File: src/rtl/powlib_syncfilt_pkg.sv
`default_nettype none
// ============================================================================
// Module      : powlib_syncfilt_pkg
// Description : Shared powlib helper functions used to size the glitch-filter
//               counters of powlib_syncfilt.
// Revision    : 1.0 - initial release
// ============================================================================
package powlib_syncfilt_pkg;

  // Ceiling log2 of value; returns 0 for value <= 1.
  function automatic int clog2(input int value);
    int res;
    int v;
    res = 0;
    v   = value - 1;
    while (v > 0) begin
      res = res + 1;
      v   = v >> 1;
    end
    return res;
  endfunction

  // Filter counter width: holds 0..f-1 and is never narrower than one bit.
  function automatic int cnt_width(input int f);
    return (clog2(f) < 1) ? 1 : clog2(f);
  endfunction

endpackage
`default_nettype wire

File: src/rtl/powlib_syncfilt_ch.sv
`default_nettype none
// ============================================================================
// Module      : powlib_syncfilt_ch
// Description : One channel: S-stage synchronizer, persistence filter that
//               accepts a new level after F consecutive disagreeing samples,
//               and registered rise/fall pulses.
// Revision    : 1.0 - initial release
// ============================================================================
module powlib_syncfilt_ch
  import powlib_syncfilt_pkg::*;
#(
  parameter int   S    = 3,
  parameter int   F    = 4,
  parameter logic INIT = 1'b0
) (
  input  logic clk,
  input  logic rst,
  input  logic i_d,
  output logic o_q,
  output logic o_rise,
  output logic o_fall,
  output logic o_evt
);

  localparam int              c_cw      = cnt_width(F);
  localparam logic [c_cw-1:0] c_cnt_max = c_cw'(F - 1);

  (* ASYNC_REG = "TRUE" *) logic [S-1:0] r_sync;
  logic [c_cw-1:0] r_cnt;
  logic            r_q;
  logic            r_rise;
  logic            r_fall;

  logic w_s;
  logic w_diff;
  logic w_last;
  logic w_evt;

  assign w_s    = r_sync[S-1];
  assign w_diff = w_s ^ r_q;
  assign w_last = (r_cnt == c_cnt_max);
  // q will take the synchronized level at the next edge; the top registers
  // this to produce chg in the same cycle as rise/fall.
  assign w_evt  = w_diff & w_last;

  // Plain shift chain from the asynchronous pin; nothing between stages.
  always_ff @(posedge clk or negedge rst) begin
    if (!rst) begin
      r_sync <= {S{INIT}};
    end else begin
      r_sync <= {r_sync[S-2:0], i_d};
    end
  end

  // Persistence filter: any agreeing sample discards the partial count.
  always_ff @(posedge clk or negedge rst) begin
    if (!rst) begin
      r_q    <= INIT;
      r_cnt  <= '0;
      r_rise <= 1'b0;
      r_fall <= 1'b0;
    end else begin
      r_rise <= w_evt & w_s;
      r_fall <= w_evt & ~w_s;
      if (!w_diff) begin
        r_cnt <= '0;
      end else if (w_last) begin
        r_q   <= w_s;
        r_cnt <= '0;
      end else begin
        r_cnt <= r_cnt + 1'b1;
      end
    end
  end

  assign o_q    = r_q;
  assign o_rise = r_rise;
  assign o_fall = r_fall;
  assign o_evt  = w_evt;

endmodule
`default_nettype wire

File: src/rtl/powlib_syncfilt.sv
`default_nettype none
// ============================================================================
// Module      : powlib_syncfilt
// Description : C-channel asynchronous-input synchronizer with per-channel
//               glitch filter, rise/fall pulses and a combined change flag.
// Revision    : 1.0 - initial release
// ============================================================================
module powlib_syncfilt
  import powlib_syncfilt_pkg::*;
#(
  parameter int           C    = 4,
  parameter int           S    = 3,
  parameter int           F    = 4,
  parameter logic [C-1:0] INIT = {C{1'b0}}
) (
  input  logic         clk,
  input  logic         rst,
  input  logic [C-1:0] d,
  output logic [C-1:0] q,
  output logic [C-1:0] rise,
  output logic [C-1:0] fall,
  output logic         chg
);

  if (C < 1) begin : g_chk_c
    $error("powlib_syncfilt: C must be >= 1");
  end
  if (S < 2) begin : g_chk_s
    $error("powlib_syncfilt: S must be >= 2");
  end
  if (F < 1) begin : g_chk_f
    $error("powlib_syncfilt: F must be >= 1");
  end

  logic [C-1:0] w_evt;
  logic         r_chg;

  for (genvar i = 0; i < C; i++) begin : g_ch
    powlib_syncfilt_ch #(
      .S    (S),
      .F    (F),
      .INIT (INIT[i])
    ) u_ch (
      .clk    (clk),
      .rst    (rst),
      .i_d    (d[i]),
      .o_q    (q[i]),
      .o_rise (rise[i]),
      .o_fall (fall[i]),
      .o_evt  (w_evt[i])
    );
  end

  // Registered alongside the per-channel pulses so chg lines up with them.
  always_ff @(posedge clk or negedge rst) begin
    if (!rst) begin
      r_chg <= 1'b0;
    end else begin
      r_chg <= |w_evt;
    end
  end

  assign chg = r_chg;

endmodule
`default_nettype wire

File: config.mk
export PLATFORM = sky130hd
export DESIGN_NAME = powlib_syncfilt
export DESIGN_NICKNAME = d
export VERILOG_FILES = /design/src/rtl/powlib_syncfilt_pkg.sv /design/src/rtl/powlib_syncfilt_ch.sv /design/src/rtl/powlib_syncfilt.sv
export SDC_FILE = /design/constraint.sdc
export NUM_CORES = 1
export LEC_CHECK = 0
export ABC_AREA = 1
export CAP_MARGIN = 20
export CORE_ASPECT_RATIO = 1.1
export CORE_MARGIN = 5
export CORE_UTILIZATION = 55
export CTS_CLUSTER_DIAMETER = 60
export DETAILED_ROUTE_END_ITERATION = 10
export GPL_TIMING_DRIVEN = 0
export PLACE_DENSITY = 0.83
export SLEW_MARGIN = 5
export SYNTH_ARGS = -nofsm -noshare
export SYNTH_HDL_FRONTEND = slang
export SYNTH_SLANG_ARGS = --single-unit
File: constraint.sdc
create_clock -name clk -period 2.2 [get_ports clk]
set_clock_uncertainty 0.05 [all_clocks]
set_input_delay 0.22 -clock clk [delete_from_list [all_inputs] [get_ports clk]]
set_output_delay 0.22 -clock clk [all_outputs]
set_load 0.01 [all_outputs]
After elaboration in Yosys (flattened, before gate mapping)

Cells that the tools add are included.
Widths: inputs -> output; s select.

$add $sub $neg: 4
Equality and inequality tests: 4
Mux-type cells: 8
Bitwise gates (word level): 20
Reductions and logical operators: 5

Operators by type and width:

| operator            | number |
|---|---|
| $mux 2              | 8 |
| $and 1x1->1         | 12 |
| $add 2x1->2 const B | 4 |
| $eq 2x2->1 const B  | 4 |
| $reduce_and 2->1    | 4 |
| $not 1->1           | 4 |
| $reduce_or 4->1     | 1 |
| $xor 1x1->1         | 4 |

Register bits: 33
Output and inout bits: 13
Logic and storage cells: 62

Longest topological paths before layout

Gate-level depths: netlist (run 1).

Depth after elaboration: 3
Gate-level depth with buffers: 7
Mapped depth without buffers: 7

By module

Synthesis (run 1) repeated with hierarchy kept, for this count alone.

Cells, all modules: 104
Area, all modules: 1162.4 um2

Modules (own cells, without submodules):

| module             | instances | cells an instance | area an instance (um2) | sequential area each (um2) |
|---|---|---|---|---|
| powlib_syncfilt_ch | 4         | 25                | 281.5                  | 200.2 |
| powlib_syncfilt    | 1         | 4                 | 36.3                   | 25.0 |

Worst setup path before layout (run 1)

No wires, ideal clock.

Path type: register -> register
From: register g_ch[3].u_ch.r_cnt[0]
To: register r_chg (netlist: chg)
Setup time: 0.117 ns
Data arrival time: 0.888 ns
Setup slack: 1.144 ns
Stages on the path, launching flop included: 6
Period minus slack after synthesis: 1.056 ns
Cell sequence: dfrtp_1 > ha_1 > nand3_1 > nand2_1 > nor2_1 > nand2_1

Cells in the longest elaborated chain, start to end: 3

Ends and longest elaborated chain:

| item                   | line                     | RTL |
|---|---|---|
| from (decl)            | powlib_syncfilt_ch.sv:29 | `logic [c_cw-1:0] r_cnt;` |
| from (signal assigned) | powlib_syncfilt_ch.sv:71 | `r_cnt <= r_cnt + 1'b1;` |
| $eq 2x2->1             | powlib_syncfilt_ch.sv:41 | `assign w_last = (r_cnt == c_cnt_max);` |
| $and 1x1->1            | powlib_syncfilt_ch.sv:44 | `assign w_evt = w_diff & w_last;` |
| $reduce_or 4->1        | powlib_syncfilt.sv:59    | `r_chg <= \|w_evt;` |
| to (signal assigned)   | powlib_syncfilt.sv:59    |  |
| to (decl)              | powlib_syncfilt.sv:36    | `logic r_chg;` |

Every way passes these cells.
A chain may end at the register's enable or synchronous reset.

Final worst setup path (run 1)

From: register g_ch[3].u_ch.r_q
To: output q[3]

RTL lines:

| item                   | line                     | RTL |
|---|---|---|
| from (decl)            | powlib_syncfilt_ch.sv:30 | `logic r_q;` |
| from (signal assigned) | powlib_syncfilt_ch.sv:68 | `r_q <= w_s;` |
| to (decl)              | powlib_syncfilt.sv:19    | `output logic [C-1:0] q,` |

No word-level cell between the ends.

==> flow_summary.yaml, run 1 <==
outcome:
  outcome: "complete, no violations"
timing:
  postLayoutSetupSlackWorst_ns: 0.523
  timing.final.crit_period_ns: 1.68
  layout_worst_path_cycle_share_pct: 76.2
  rsz0062_at_grt: "no"
  slew_headroom_pct: 53.9
  worst-slew-pin-transition_ns: 0.691
  finalHoldViolCount: 0
  slew_violations: 0
  timing.setup.tns_ns: 0
  setup_viol_count_final: 0
  hold_ws_ns: 0.276
  fmax_mhz: 596
global_route:
  grt_max_degree: 34
  first_global_vias: 758
  grt_antenna_before_repair: 0
  grt_util_all_layers_pct: 12.3
  grt-ovfl-total: 0
  grt_first_pass_wirelength_um: 3010
setup_path:
  worst-endpoint-arrival_ns: 1.41
  timing.critical_path.slowest_cell_delay_ns: 0.52
  crit_path_end_kind: "output port"
  start_kind: "flip-flop"
  worstPathMaxFanout: 4
  critical-path-slowest-cell: "sky130_fd_sc_hd__clkdlybuf4s50_1"
  cp_data_required_time_ns: 1.93
  timing.critical_path.cells: "buf_4, clkdlybuf4s50_1"
  class_of_the_most_critical_setup_path: "flip-flop to output port"
power:
  power.switching_mw: 0.477
  intPower_mw: 1.17
  peakVddDrop_mv: 0.697
  switching_share_pct: 29.0
  power_per_cell_area_nw_per_um2: 1070
  share_seq_of_total_power_pct: 48.6
  share_clk_of_total_power_pct: 22.5
  power.leakage_nw: 0.829
  power.share.combinational_pct: 28.9
floorplan:
  initial_util_pct: 56.2
  num_rows: 18
  io_pins: 19
  chipWidth_um: 55.3
  die_h_um: 59.8
  core_area_um2: 2210
  die_area_um2: 3310
detailed_routing:
  detail_route.first_pass.iterations: 3
  antenna_left: 0
  vias_per_cell: 4.40
  num_vias: 722
  drt-wirelength-per-cell_um: 9.45
  routed_wirelength_um: 1550
  post-route-drc-count: 0
  drt-initial-drc-count: 3
yosys:
  synth_most_common_cell: "sky130_fd_sc_hd__dfrtp_1"
  synth_largest_type_area_fraction_pct: 66.5
  post_synth.cell_area_avg_um2: 11.6
  async_flop_share_pct: 100
  netlist-cell-type-count: 15
  yosys-top-cells-area: "sky130_fd_sc_hd__dfrtp_1 (67%), sky130_fd_sc_hd__buf_4 (7.3%), sky130_fd_sc_hd__inv_1 (6.0%)"
  cell_type_contributing_the_most_total_cell_area_after_synthesis: "sky130_fd_sc_hd__dfrtp_1"
  synth_seq_cells: 33
  synth-main-ff-cell: "sky130_fd_sc_hd__dfrtp_1"
  seq_area_frac_synth_pct: 66.5
  syn-num-nets: 117
  synth.top_cells.by_count: "sky130_fd_sc_hd__dfrtp_1 (33), sky130_fd_sc_hd__inv_1 (20), sky130_fd_sc_hd__buf_4 (12)"
  synthesis.area_um2: 1240
  synth-warning-count: 0
  synth_cells: 107
  number_of_enable_type_register_cells_in_the_synthesized_netlist: 0
place:
  dp_worst_setup_slack_ns: 0.877
  io_buffer_count: 18
  gp_routability_congestion: 0.669
  hpwl_um: 1140
worst_hold_path:
  min-delay-path-class: "input pin to flip-flop"
cts:
  clk_latency_ns: 0.32
  clock_tree.buffer_depth: 2
  clock_sinks: 33
  tritoncts: "yes"
  cts.reportedPaths.clkPinSlew_ns: 0.09
  cts_inserted_buffers: 5
  cts_htree_levels: 2
  cts_root_buffer: "sky130_fd_sc_hd__clkbuf_4"
layout:
  design.final.nets: 143
  fill_cells: 173
  n_antenna_cell: 0
  layout-area-overhead-vs-synth_pct: 23.6
  post_route_cells_drive_above_1_share_pct: 23.9
job:
  cap_violations: 0
==> cells by family after synthesis <==
group / Yosys count / share of synthesized area (%)
DFF: 33 / 66.5
AOI/OAI and AO/OA: 4 / 1.81
xor gates and xnor gates: 1 / 0.706
and+or+nand+nor: 32 / 13.3
buffers and inverters: 33 / 13.6
adders and majority gates: 4 / 4.03
==> repair_timing <==
action                                  CTS  global route
hold buffers                              1             0
resized for setup                         0             0
buffers inserted                          0             0
endpoints found under the setup margin    0             0
hold endpoints to repair                 33             0
==> final timing paths <==
| check | cells after the start | endpoint | from | slack (ns) |
|---|---|---|---|---|
| worst max-delay path | 2 | q[3] | g_ch[3].u_ch.o_q | 0.52 |
| worst min-delay path | 1 | g_ch[3].u_ch.r_sync[0] | d[3] | 0.28 |
| worst max register to register | 5 | chg | g_ch[3].u_ch.r_cnt[0] | 1.06 |
| worst min register to register | 0 | g_ch[3].u_ch.r_sync[1] | g_ch[3].u_ch.r_sync[0] | 0.31 |
| max in group asynchronous | 2 | g_ch[1].u_ch.o_fall | rst | 1.24 |
| min in group asynchronous | 2 | g_ch[3].u_ch.r_cnt[1] | rst | 0.41 |
==> power by group through the flow <==
stage	Clock [mW]	Sequential [mW]	Combinational (mW)
after floorplan	0	0.802	0.311
after global placement	0	0.806	0.459
after detailed placement	0	0.814	0.482
after CTS	0.387	0.803	0.485
after global routing	0.415	0.820	0.544
final	0.370	0.800	0.475
==> per-layer routing <==
layer	wire length, um	part of all wire, %	vias to the layer above	track usage (%)
met5	0	0	-	0
met4	50	3.2	0	9.38
met3	89	5.7	7	4.75
met2	759	49	19	21.5
met1	650	42	338	11.8
li1	-	-	358	-
==> flip-flops by register name (all words and copies together) (netlist names) <==
signal            count
g_ch.u_ch.o_q         4
g_ch.u_ch.o_rise      4
chg                   1
g_ch.u_ch.r_cnt       8
g_ch.u_ch.r_sync     12
g_ch.u_ch.o_fall      4
==> layout make-up <==
cell class,instances,area [um2],share of cell area [%]
sequential,33,826,53.8
multi-input combinational,41,246,16.1
timing repair buffer,19,185,12.1
buffer,12,90.1,5.87
inverter,21,78.8,5.14
clock buffer,7,65.1,4.24
tap,30,37.5,2.45
clock inverter,1,5.00,0.326
==> worst max-delay path: cells and delay by family (launching register included) <==
kind                   cells  cell delay, ns
buffers and inverters      2            0.65
DFF                        1            0.43
==> layout by cell type, fill, tap and decap left out <==
| cell | synthesis | routed |
|---|---|---|
| sky130_fd_sc_hd__nand3_1 | 1 | 1 |
| sky130_fd_sc_hd__clkdlybuf4s50_1 | 0 | 17 |
| sky130_fd_sc_hd__nor3_2 | 4 | 4 |
| sky130_fd_sc_hd__inv_2 | 1 | 1 |
| sky130_fd_sc_hd__o22ai_1 | 2 | 2 |
| sky130_fd_sc_hd__xnor2_1 | 1 | 1 |
| sky130_fd_sc_hd__dfrtp_1 | 33 | 33 |
| sky130_fd_sc_hd__inv_1 | 20 | 20 |
| sky130_fd_sc_hd__clkbuf_4 | 0 | 5 |
| sky130_fd_sc_hd__buf_4 | 12 | 12 |
| sky130_fd_sc_hd__nor2_2 | 2 | 2 |
| sky130_fd_sc_hd__nand3_2 | 1 | 1 |
| sky130_fd_sc_hd__dlygate4sd3_1 | 0 | 1 |
| sky130_fd_sc_hd__ha_1 | 4 | 4 |
| sky130_fd_sc_hd__buf_2 | 0 | 1 |
| sky130_fd_sc_hd__o21ai_1 | 2 | 2 |
| sky130_fd_sc_hd__clkbuf_8 | 0 | 2 |
| sky130_fd_sc_hd__nor2_1 | 10 | 10 |
| sky130_fd_sc_hd__nand2_2 | 3 | 3 |
| sky130_fd_sc_hd__nand2_1 | 11 | 11 |
| sky130_fd_sc_hd__clkinv_2 | 0 | 1 |
==> through the flow <==
stage	power [mW]	cell area, um2	util, %	instances
after floorplan	1.11	1240	-	107
after global placement	1.26	1460	66.1	155
after detailed placement	1.30	1450	65.9	155
after CTS	1.67	1530	69.5	164
after global routing	1.78	1530	69.5	164
final	1.65	1530	69.5	164
(Power assumes the default switching activity.)
==> run 2: changes to the inputs <==
- CORE_UTILIZATION: 55 -> 46
- PLACE_DENSITY: 0.83 -> 0.74
- clock period: 2.2 -> 1.3 ns (I/O delays scaled with it)
==> run 2 against run 1 <==
  * Critical path depth is the same
  * Combinational power increased by 78%
  * Final area down 0.33%
  * Final cell count rose by 1.8%
  * Core utilization shrank 9.4 points
  * Setup slack got worse by 0.45 ns
  * Largest cell class unchanged
  * Global-route usage is 1.1 points lower
  * First-iteration DRC count rose to 6.0 times the previous value
  * Hold slack worse by 0.081 ns
  * Sequential power grew 66%
==> flow_summary.yaml, run 2 (synthesis gave the netlist of run 1 again) <==
timing:
  fmax_mhz: 813
  setup_viol_count_final: 0
  slew_headroom_pct: 54.2
  worst-slew-pin-transition_ns: 0.687
  timing.final.crit_period_ns: 1.23
  hold_ws_ns: 0.195
  rsz0062_at_grt: "no"
  finalHoldViolCount: 0
  slew_violations: 0
  layout_worst_path_cycle_share_pct: 94.6
job:
  cap_violations: 0
detailed_routing:
  num_vias: 749
  vias_per_cell: 4.49
  detail_route.first_pass.iterations: 3
  drt-wirelength-per-cell_um: 9.95
  post-route-drc-count: 0
  drt-initial-drc-count: 18
  routed_wirelength_um: 1660
  antenna_left: 0
layout:
  fill_cells: 206
  design.final.nets: 146
  largest_register_ff_count: 12
  stdcell_count: 167
  layout_top_registers: "g_ch.u_ch.r_sync x12, g_ch.u_ch.r_cnt x8"
  max_flop_register: "g_ch.u_ch.r_sync"
  finalInstanceArea_um2: 1530
  post_route_cells_drive_above_1_share_pct: 26.5
  layout-area-overhead-vs-synth_pct: 23.2
  n_antenna_cell: 0
  mostFrequentLayoutCells: "sky130_fd_sc_hd__dfrtp_1 (33), sky130_fd_sc_hd__inv_1 (20), sky130_fd_sc_hd__buf_4 (16)"
  most_common_library_cell_in_the_layout_ignoring_fill_and_taps: "sky130_fd_sc_hd__dfrtp_1"
cts:
  clock_sinks: 33
  cts_htree_levels: 2
  tritoncts: "yes"
  clk_latency_ns: 0.32
  cts_root_buffer: "sky130_fd_sc_hd__clkbuf_4"
  cts.reportedPaths.clkPinSlew_ns: 0.09
  clock_tree.buffer_depth: 2
  cts_inserted_buffers: 5
global_route:
  grt_util_all_layers_pct: 11.2
  first_global_vias: 755
  grt_first_pass_wirelength_um: 3150
  grt_antenna_before_repair: 0
  grt_max_degree: 34
  grt-ovfl-total: 0
power:
  power_per_cell_area_nw_per_um2: 1790
  power.leakage_nw: 0.850
  finalPower_mw: 2.74
  peakVddDrop_mv: 0.897
floorplan:
  die_h_um: 64.5
  core_area_um2: 2540
  num_rows: 19
  io_pins: 19
  initial_util_pct: 48.8
  chipWidth_um: 59.5
  die_area_um2: 3840
worst_hold_path:
  min-delay-path-class: "input pin to flip-flop"
place:
  hpwl_um: 1210
  io_buffer_count: 18
  dpl_cell_area_um2: 1460
  place_inst: 156
  gp_routability_congestion: 0.660
setup_path:
  rrSetupSlack_ns: 0.16
  crit_path_end_kind: "output port"
  worstPathMaxFanout: 2
  cp_data_required_time_ns: 1.12
  class_of_the_most_critical_setup_path: "flip-flop to output port"
  start_kind: "flip-flop"
  worst-endpoint-arrival_ns: 1.05
outcome:
  outcome: "complete, no violations"
run 2: final timing paths:
check                      depth (start not counted)                      to              startpoint
min in group asynchronous                          2                     chg                     rst
hold reg to reg                                    0  g_ch[3].u_ch.r_sync[2]  g_ch[3].u_ch.r_sync[1]
setup / recovery                                   2                    q[2]        g_ch[2].u_ch.o_q
max in group asynchronous                          2     g_ch[1].u_ch.o_fall                     rst
setup reg to reg                                   5                     chg   g_ch[3].u_ch.r_cnt[0]
hold / removal                                     1  g_ch[3].u_ch.r_sync[0]                    d[3]
run 2: area by class of cell:
class | instances | area, um2 | share of cell area [%]
tap | 31 | 38.8 | 2.54
inverter | 21 | 78.8 | 5.16
timing repair buffer | 22 | 194 | 12.7
clock buffer | 7 | 55.1 | 3.60
sequential | 33 | 826 | 54.0
buffer | 12 | 90.1 | 5.89
multi-input combinational | 41 | 246 | 16.1
run 2: critical path, stage by stage, from the launching register on:
cell and delay (ns):
sky130_fd_sc_hd__dfrtp_1 0.39, sky130_fd_sc_hd__buf_4 0.13, sky130_fd_sc_hd__clkdlybuf4s15_1 0.22
run 2: timing repair:
item                                   CTS  global route
hold buffers                             1             0
setup endpoints to repair               13            11
resized for setup                       15            11
buffers inserted                         3             0
endpoints found under the hold margin   33             0
run 2: per-layer routing:
layer | GRT usage (%) | share of wire (%)
met1 | 11.4 | 37
met2 | 19.0 | 54
met3 | 4.37 | 6.6
met4 | 6.65 | 2.1
met5 | 0 | 0
run 2: power breakdown:
group	switching (mW)	total, mW	internal, mW	leakage, nW
Sequential	0.103	1.33	1.23	0.417
Combinational	0.408	0.844	0.436	0.402
Clock	0.309	0.564	0.255	0.0314
run 2: through the flow:
step / util [%] / worst slack [ns] / setup TNS [ns]
after CTS: 60.1 / 0.00423 / 0
after detailed placement: 57.2 / 0.0645 / 0
after global routing: 60.1 / 0.000341 / 0
final: 60.1 / 0.0698 / 0
after floorplan: - / 0.244 / 0
after global placement: 57.4 / -0.497 / -16.37
==> run 3: changes to the inputs <==
- SETUP_SLACK_MARGIN: not set -> 0.5
- SKIP_CTS_REPAIR_TIMING: not set -> 1
==> run 3 against run 2 <==
  * The flow now finishes with violations (negative hold slack)
  * Maximum frequency is 6.0% higher
  * Sequential share of layout area is 9.8 points lower
  * Power is 34% higher
  * Die area is the same
  * Final area increased by 22%
  * Clock power increased by 38%
  * Via count rose by 4.4%
  * Setup slack better by 0.069 ns
  * Final cell count is 4.8% higher
==> flow_summary.yaml, run 3 (synthesis gave the netlist of run 1 again) <==
cts:
  cts_htree_levels: 2
  cts.reportedPaths.clkPinSlew_ns: 0.10
  clock_sinks: 33
  tritoncts: "yes"
  clock_tree.buffer_depth: 2
  cts_inserted_buffers: 5
  clk_latency_ns: 0.33
  cts_root_buffer: "sky130_fd_sc_hd__clkbuf_4"
place:
  io_buffer_count: 18
  gp_routability_congestion: 0.695
  hpwl_um: 1220
  dp_worst_setup_slack_ns: 0.00866
layout:
  fill_cells: 162
  post_route_cells_drive_above_1_share_pct: 61.1
  largest_register_ff_count: 12
  max_flop_register: "g_ch.u_ch.r_sync"
  mostFrequentLayoutCells: "sky130_fd_sc_hd__dfrtp_1 (31), sky130_fd_sc_hd__buf_6 (24), sky130_fd_sc_hd__buf_4 (11)"
  most_common_library_cell_in_the_layout_ignoring_fill_and_taps: "sky130_fd_sc_hd__dfrtp_1"
  n_antenna_cell: 0
  layout_top_registers: "g_ch.u_ch.r_sync x12, g_ch.u_ch.r_cnt x8"
  layout-area-overhead-vs-synth_pct: 50.8
  design.final.nets: 153
power:
  peakVddDrop_mv: 1.24
  power.switching_mw: 1.13
  intPower_mw: 2.53
  power.leakage_nw: 0.944
  share_clk_of_total_power_pct: 21.2
  switching_share_pct: 30.8
  power_per_cell_area_nw_per_um2: 1960
  power.share.combinational_pct: 40.4
  share_seq_of_total_power_pct: 38.4
outcome:
  outcome: "finished with violations"
  violations: "negative hold slack"
setup_path:
  class_of_the_most_critical_setup_path: "flip-flop to output port"
  rrSetupSlack_ns: 0.22
  start_kind: "flip-flop"
  cp_data_required_time_ns: 1.12
  worstRegToRegCells: 5
  worstPathMaxFanout: 3
  worst-endpoint-arrival_ns: 0.98
  crit_path_end_kind: "output port"
timing:
  slew_headroom_pct: 52.9
  postLayoutSetupSlackWorst_ns: 0.139
  layout_worst_path_cycle_share_pct: 89.3
  finalHoldViolCount: 33
  fmax_mhz: 861
  worst-slew-pin-transition_ns: 0.706
  setup_viol_count_final: 0
  timing.setup.tns_ns: 0
  hold_ws_ns: -0.209
  slew_violations: 0
  rsz0062_at_grt: "yes"
  timing.final.crit_period_ns: 1.16
global_route:
  grt_antenna_before_repair: 0
  grt_first_pass_wirelength_um: 3200
  grt-ovfl-total: 0
  first_global_vias: 805
  grt_max_degree: 34
  grt_util_all_layers_pct: 11.5
floorplan:
  die_area_um2: 3840
  io_pins: 19
  initial_util_pct: 48.8
  core_area_um2: 2540
  num_rows: 19
  chipWidth_um: 59.5
  die_h_um: 64.5
detailed_routing:
  detail_route.first_pass.iterations: 4
  routed-wl-met3_um: 136
  antenna_left: 0
  dr.max_layer_used: "met4"
  drt-wirelength-per-cell_um: 11.6
  routedLengthMet1_um: 723
  post-route-drc-count: 0
  num_vias: 782
  drt-initial-drc-count: 7
  vias_per_cell: 4.47
  met2_wirelength_um: 1110
  routed_wirelength_um: 2040
job:
  cap_violations: 0
worst_hold_path:
  min-delay-path-class: "input pin to asynchronous set/reset pin"
-- run 3: area by class of cell --
cell class / count / area (um2) / area share (%)
well taps: 31 / 38.8 / 2.07
clock buffers: 7 / 55.1 / 2.94
multi-input cells: 41 / 423 / 22.6
flip-flops and latches: 33 / 828 / 44.3
plain buffers: 12 / 124 / 6.62
inverters: 21 / 93.8 / 5.01
repair buffers: 29 / 279 / 14.9
clock inverters: 1 / 30.0 / 1.60
-- run 3: worst paths after layout --
kind | from | to
setup / recovery | g_ch[2].u_ch.o_q | q[2]
hold reg to reg | g_ch[0].u_ch.r_sync[0] | g_ch[0].u_ch.r_sync[1]
max in group asynchronous | rst | g_ch[3].u_ch.o_q
min in group clk | d[2] | g_ch[2].u_ch.r_sync[0]
hold / removal | rst | g_ch[2].u_ch.o_q
setup reg to reg | g_ch[3].u_ch.r_cnt[0] | chg
-- run 3: worst max-delay path, stage by stage (launching register included) --
cell and delay (ns):
sky130_fd_sc_hd__dfrtp_1 0.42, sky130_fd_sc_hd__buf_6 0.13, sky130_fd_sc_hd__buf_6 0.11
-- run 3: routing by layer --
metal	vias to the layer above	track usage, %
li1	380	-
met1	372	11.3
met2	21	19.3
met3	9	6.15
met4	0	5.82
met5	-	0
-- run 3: stage by stage --
step	cell area, um2	power [mW]	std cells	util (%)
CTS	1610	3.11	164	63.3
detailed placement	1530	2.32	156	60.0
floorplan	1310	1.99	107	-
finish	1870	3.66	175	73.6
global route	1870	3.93	175	73.6
global placement	1530	2.26	156	60.2
-- run 3: power groups by stage --
stage          Clock, mW  Sequential, mW  Combinational (mW)
4_1_cts            0.803            1.41               0.898
3_5_place_dp           0            1.43               0.889
6_report           0.776            1.41                1.48
2_1_floorplan          0            1.41               0.583
3_3_place_gp           0            1.41               0.846
5_1_grt            0.874            1.43                1.63
==> edit 1, RTL diff (settings of run 3) <==
`F` is set to 4 in 2 places; all go to 5.
--- a/src/rtl/powlib_syncfilt_ch.sv
+++ b/src/rtl/powlib_syncfilt_ch.sv
@@ -11,5 +11,5 @@
 #(
   parameter int   S    = 3,
-  parameter int   F    = 4,
+  parameter int   F    = 5,
   parameter logic INIT = 1'b0
 ) (
--- a/src/rtl/powlib_syncfilt.sv
+++ b/src/rtl/powlib_syncfilt.sv
@@ -11,5 +11,5 @@
   parameter int           C    = 4,
   parameter int           S    = 3,
-  parameter int           F    = 4,
+  parameter int           F    = 5,
   parameter logic [C-1:0] INIT = {C{1'b0}}
 ) (
Check against the original RTL: not equivalent (a bounded check fails within 10 cycles, from zero or initial values and one cycle with rst low).
==> edit 1 against run 3 <==
  * The run still ends with negative hold slack left
  * Worst setup slack worse by 25 ps
  * Cell area rose by 14%
  * Routed wire length rose by 21%
  * Area after synthesis is 18% higher
  * Core utilization down 3.8 points
  * Synthesized cell count up 28%
  * Final cell count rose by 16%
  * Power grew 13%
  * Sequential power grew 16%
  * Sequential share of layout area down 0.57 points
  * Largest power group unchanged
  * Critical endpoint unchanged
  * Non-clock buffer count is 5 lower
  * Sequential cell count rose by 4
  * Highest routed layer unchanged
==> edit 1: results (changes against run 3) <==
Reg2Reg Capture Point g_ch[1].u_ch.o_q$_DFFE_PN0P_; Slew HR 0.480 (-0.0491); Post-Synth XOR/XNOR Area 0.0239 (+0.0168); Fill cells 211 (+30%); r2r setup slk 140 ps (-80 ps); Mapped Nets 151 (+29%); failing checks negative hold slack; H-tree lvl count 2 (unchanged); post-synthesis mux area share 0 (unchanged); grt met2 use 0.184 (-0.00827); Max Fanout on Critical Path 3 (unchanged); met3 global-route usage 0.0486 (-0.0129); DR WL/cell 12.2 µm (+4.4%); drt pass-1 iters 3 (-1); worst slack, placed 110 ps (+101 ps); sequential fraction of the synthesis area 0.631 (-0.0339); Via Count 936 (+20%); Switch Pwr 1480 µW (+31%); top flop regs g_ch.u_ch.r_cnt (12), g_ch.u_ch.r_sync (12); Ys Warns 0 (unchanged); compound-cell area share of the yosys netlist 0.0154 (-0.00279); Max VDD drop 1.50 mV (+22%); distinct cell type count after synthesis 16 (+1); All-Layer GR Usage 0.113 (-0.00181); GPL Wtd Cong 0.721 (+3.8%); top cells by area, synth dfrtp_1 (63%), ha_1 (6.8%), buf_4 (6.1%); final cell count without fillers 203 (+16%); clock transition at the registers of the reported paths 110 ps; critical path arrival 1010 ps (+30 ps); FF-to-FF path depth 7 (+2); adder-cell share of the synthesized area 0.0683 (+0.0279); share of cells above drive strength 1 0.609 (-0.00164); Placed Cells incl. Taps 189 (+21%); initial antenna violation count 0 (unchanged); worst r2r src g_ch[1].u_ch.r_cnt[1]$_DFF_PN0_; Root Driver clkbuf_4; nets@finish 182 (+19%); Hold WS -186 ps (+22.2 ps); Static Leak 0.00105 µW (+11%); Commonest cells post-synth dfrtp_1 (37), inv_1 (21), nand2_1 (21); Period Utilization, post-route 0.913 (+0.0196); dpl hpwl 1530 µm (+26%); Placement Cell Area 1750 µm² (+15%); CP max stage delay 440 ps (+20 ps); vias in the first global route 952 (+18%); CP top delay family flip-flops; largest net degree at the start of global routing 38 (+12%); drt first-iter violations 3 (-4); met1 usage 0.122 (+0.00864); Hold Violations, Final 37 (+12%); Final Core Density 0.698 (-0.0376); status finished, violations left; post-synthesis cell count 137 (+28%); first-pass GRT wire length 3910 µm (+22%); Hold WC Path Type in2async
==> edit 1: power by group through the flow <==
stage               Clock, µW  Combinational [µW]  Sequential (µW)
finish                    675                1820             1640
global route              761                2010             1680
CTS                       693                1220             1600
detailed placement          0                1200             1620
global placement            0                1140             1590
floorplan                   0                 868             1580
==> edit 1: cell families (layout without fill, tap and decap cells) <==
| group | after synthesis | in the layout |
|---|---|---|
| flip-flops | 37 | 37 |
| adder cells (fa/ha/maj) | 8 | 8 |
| AND/OR/NAND/NOR | 45 | 45 |
| XOR/XNOR | 4 | 4 |
| buffers and inverters | 39 | 71 |
| AO/OA/AOI/OAI | 4 | 4 |
==> edit 1: layer usage <==
metal	vias up	share of wire
met5	-	0
met4	0	0.015
met3	4	0.048
met2	18	0.53
met1	456	0.41
li1	458	-
==> edit 1: area by class of cell <==
type,instances,area share
flip-flops and latches,37,0.437
plain buffers,12,0.0617
well taps,34,0.0200
clock buffers,7,0.0306
inverters,27,0.0535
multi-input cells,61,0.282
repair buffers,24,0.113
clock inverters,1,0.00235
==> edit 1: worst min-delay path by stage <==
stage	endpoint	cells after the start	startpoint	slack [ps]
global route	g_ch[2].u_ch.r_sync[0]$_DFF_PN0_	1	rst	-140
finish	g_ch[0].u_ch.r_sync[0]$_DFF_PN0_	1	rst	-190
global placement	g_ch[3].u_ch.r_sync[1]$_DFF_PN0_	0	g_ch[3].u_ch.r_sync[0]$_DFF_PN0_	280
CTS	g_ch[0].u_ch.r_cnt[0]$_DFF_PN0_	1	rst	-160
detailed placement	g_ch[2].u_ch.o_fall$_DFF_PN0_	1	rst	210
floorplan	chg$_DFF_PN0_	0	rst	-220
==> edit 2, RTL diff (flow settings as in run 3) <==
Without the edit above. Remove the register `r_chg`: a continuous assignment takes its place, so the output `chg` follows one clock earlier.
--- a/src/rtl/powlib_syncfilt.sv
+++ b/src/rtl/powlib_syncfilt.sv
@@ -53,11 +53,5 @@
 
   // Registered alongside the per-channel pulses so chg lines up with them.
-  always_ff @(posedge clk or negedge rst) begin
-    if (!rst) begin
-      r_chg <= 1'b0;
-    end else begin
-      r_chg <= |w_evt;
-    end
-  end
+  assign r_chg = |w_evt;
 
   assign chg = r_chg;
Check against the original RTL: not equivalent (a bounded check fails within 10 cycles, from zero or initial values and one cycle with rst low).
==> edit 2 against run 3 <==
  * The flow finishes with violations (negative hold slack, negative setup slack)
  * Final cell count is 2.3% lower
  * Sequential share of layout area up 1.4 points
  * Power down 14%
  * Via count decreased by 3.2%
  * Die area fell by 1.7%
  * Clock power down 27%
  * Sequential cell count down 1
  * Largest power group is now registers
  * Routed wire length fell by 7.1%
  * Worst setup slack lost 360 ps
  * Area after synthesis shrank 2.0%
  * Cell area fell by 6.1%
==> edit 2: results (changes against run 3) <==
status finished, violations left; failing checks negative hold slack, negative setup slack; dpl hpwl 1260 µm (+3.6%); Ys Warns 0 (unchanged); Worst Setup EP chg; initial antenna violation count 0 (unchanged); All-Layer GR Usage 0.111 (-0.00439); FF-to-FF path depth 4 (-1); PnR worst setup slack -223 ps (-363 ps); Detailed Route WL 1890 µm (-7.1%); clock transition at the registers of the reported paths 80 ps (-20 ps); r2r setup slk 260 ps (+40 ps); Static Leak 0.000907 µW (-3.9%); worst r2r src g_ch[0].u_ch.o_q$_DFFE_PN0P_; Hold Violations, Final 11 (-67%); largest net degree at the start of global routing 22 (-35%); Max VDD drop 1.16 mV (-5.9%); Reg2Reg Capture Point g_ch[0].u_ch.r_cnt[0]$_DFF_PN0_; drt pass-1 iters 2 (-2); sequential fraction of the synthesis area 0.658 (-0.00689); nets@finish 149 (-2.6%); Placement Cell Area 1520 µm² (-0.33%); share of cells above drive strength 1 0.543 (-0.0683); vias in the first global route 743 (-7.7%); crit path launch g_ch[3].u_ch.r_cnt[0]$_DFF_PN0_; drt first-iter violations 7 (unchanged); vias per cell 4.43 (-0.93%); Commonest cells post-synth dfrtp_1 (32), inv_1 (20), buf_4 (12); Final Setup Violations 1 (+1); GPL Wtd Cong 0.710 (+2.2%); Slew HR 0.624 (+0.0948); critical path arrival 1340 ps (+360 ps); Mapped Nets 116 (-0.85%); Hold WS -273 ps (-64.8 ps); top cells by area, synth dfrtp_1 (66%), buf_4 (7.4%), inv_1 (6.2%); Fin Setup TNS -223 ps (-223 ps); Fill cells 194 (+20%)
## edit 2: cells by family (layout without fill, tap and decap cells)
family / after synthesis / after routing / synth area share
simple gates: 32 / 32 / 0.136
xor+xnor: 1 / 1 / 0.00720
flops: 32 / 32 / 0.658
buf+inv: 33 / 67 / 0.139
fa+ha+maj: 4 / 4 / 0.0412
compound gates: 4 / 4 / 0.0185
## edit 2: routing by layer
metal / GRT usage / vias up / routed length [µm]
li1: - / 372 / -
met3: 0.0664 / 7 / 121
met2: 0.171 / 19 / 1050
met1: 0.116 / 359 / 678
met4: 0.0595 / 0 / 44
met5: 0 / - / 0
## edit 2: worst min path at each step
| stage | startpoint | to | cells past startpoint |
|---|---|---|---|
| global route | rst | g_ch[3].u_ch.r_cnt[0]$_DFF_PN0_ | 1 |
| finish | rst | g_ch[3].u_ch.r_sync[0]$_DFF_PN0_ | 1 |
| floorplan | rst | g_ch[0].u_ch.o_fall$_DFF_PN0_ | 0 |
| detailed placement | g_ch[3].u_ch.r_sync[1]$_DFF_PN0_ | g_ch[3].u_ch.r_sync[2]$_DFF_PN0_ | 0 |
| global placement | g_ch[3].u_ch.r_sync[1]$_DFF_PN0_ | g_ch[3].u_ch.r_sync[2]$_DFF_PN0_ | 0 |
| CTS | rst | g_ch[3].u_ch.r_cnt[0]$_DFF_PN0_ | 1 |
## edit 2: critical path, cell delays in order, from the launching register on
cell and delay [ps]:
dfrtp_1 420, ha_4 190, nand3_2 70, nand2_1 50, nor2_1 90, nand2_1 60
buf_2 130
## edit 2: layout make-up
type,instances,area (µm²),area share
flip-flops and latches,32,803,0.457
multi-input cells,41,370,0.211
repair buffers,26,272,0.154
plain buffers,12,131,0.0747
inverters,21,83.8,0.0477
clock buffers,8,58.8,0.0335
well taps,31,38.8,0.0221
## edit 2: stage by stage
stage	setup WS, ps	hold WS, ps	instances
floorplan	275	-216	106
global placement	-444	281	155
detailed placement	-258	286	156
CTS	-626	121	164
global route	-319	-235	171
finish	-223	-273	171
## edit 2: power by group
group,internal [µW],total (µW),switching (µW)
registers,1190,1390,202
logic,681,1190,510
clock network,267,569,302
total,2140,3150,1010
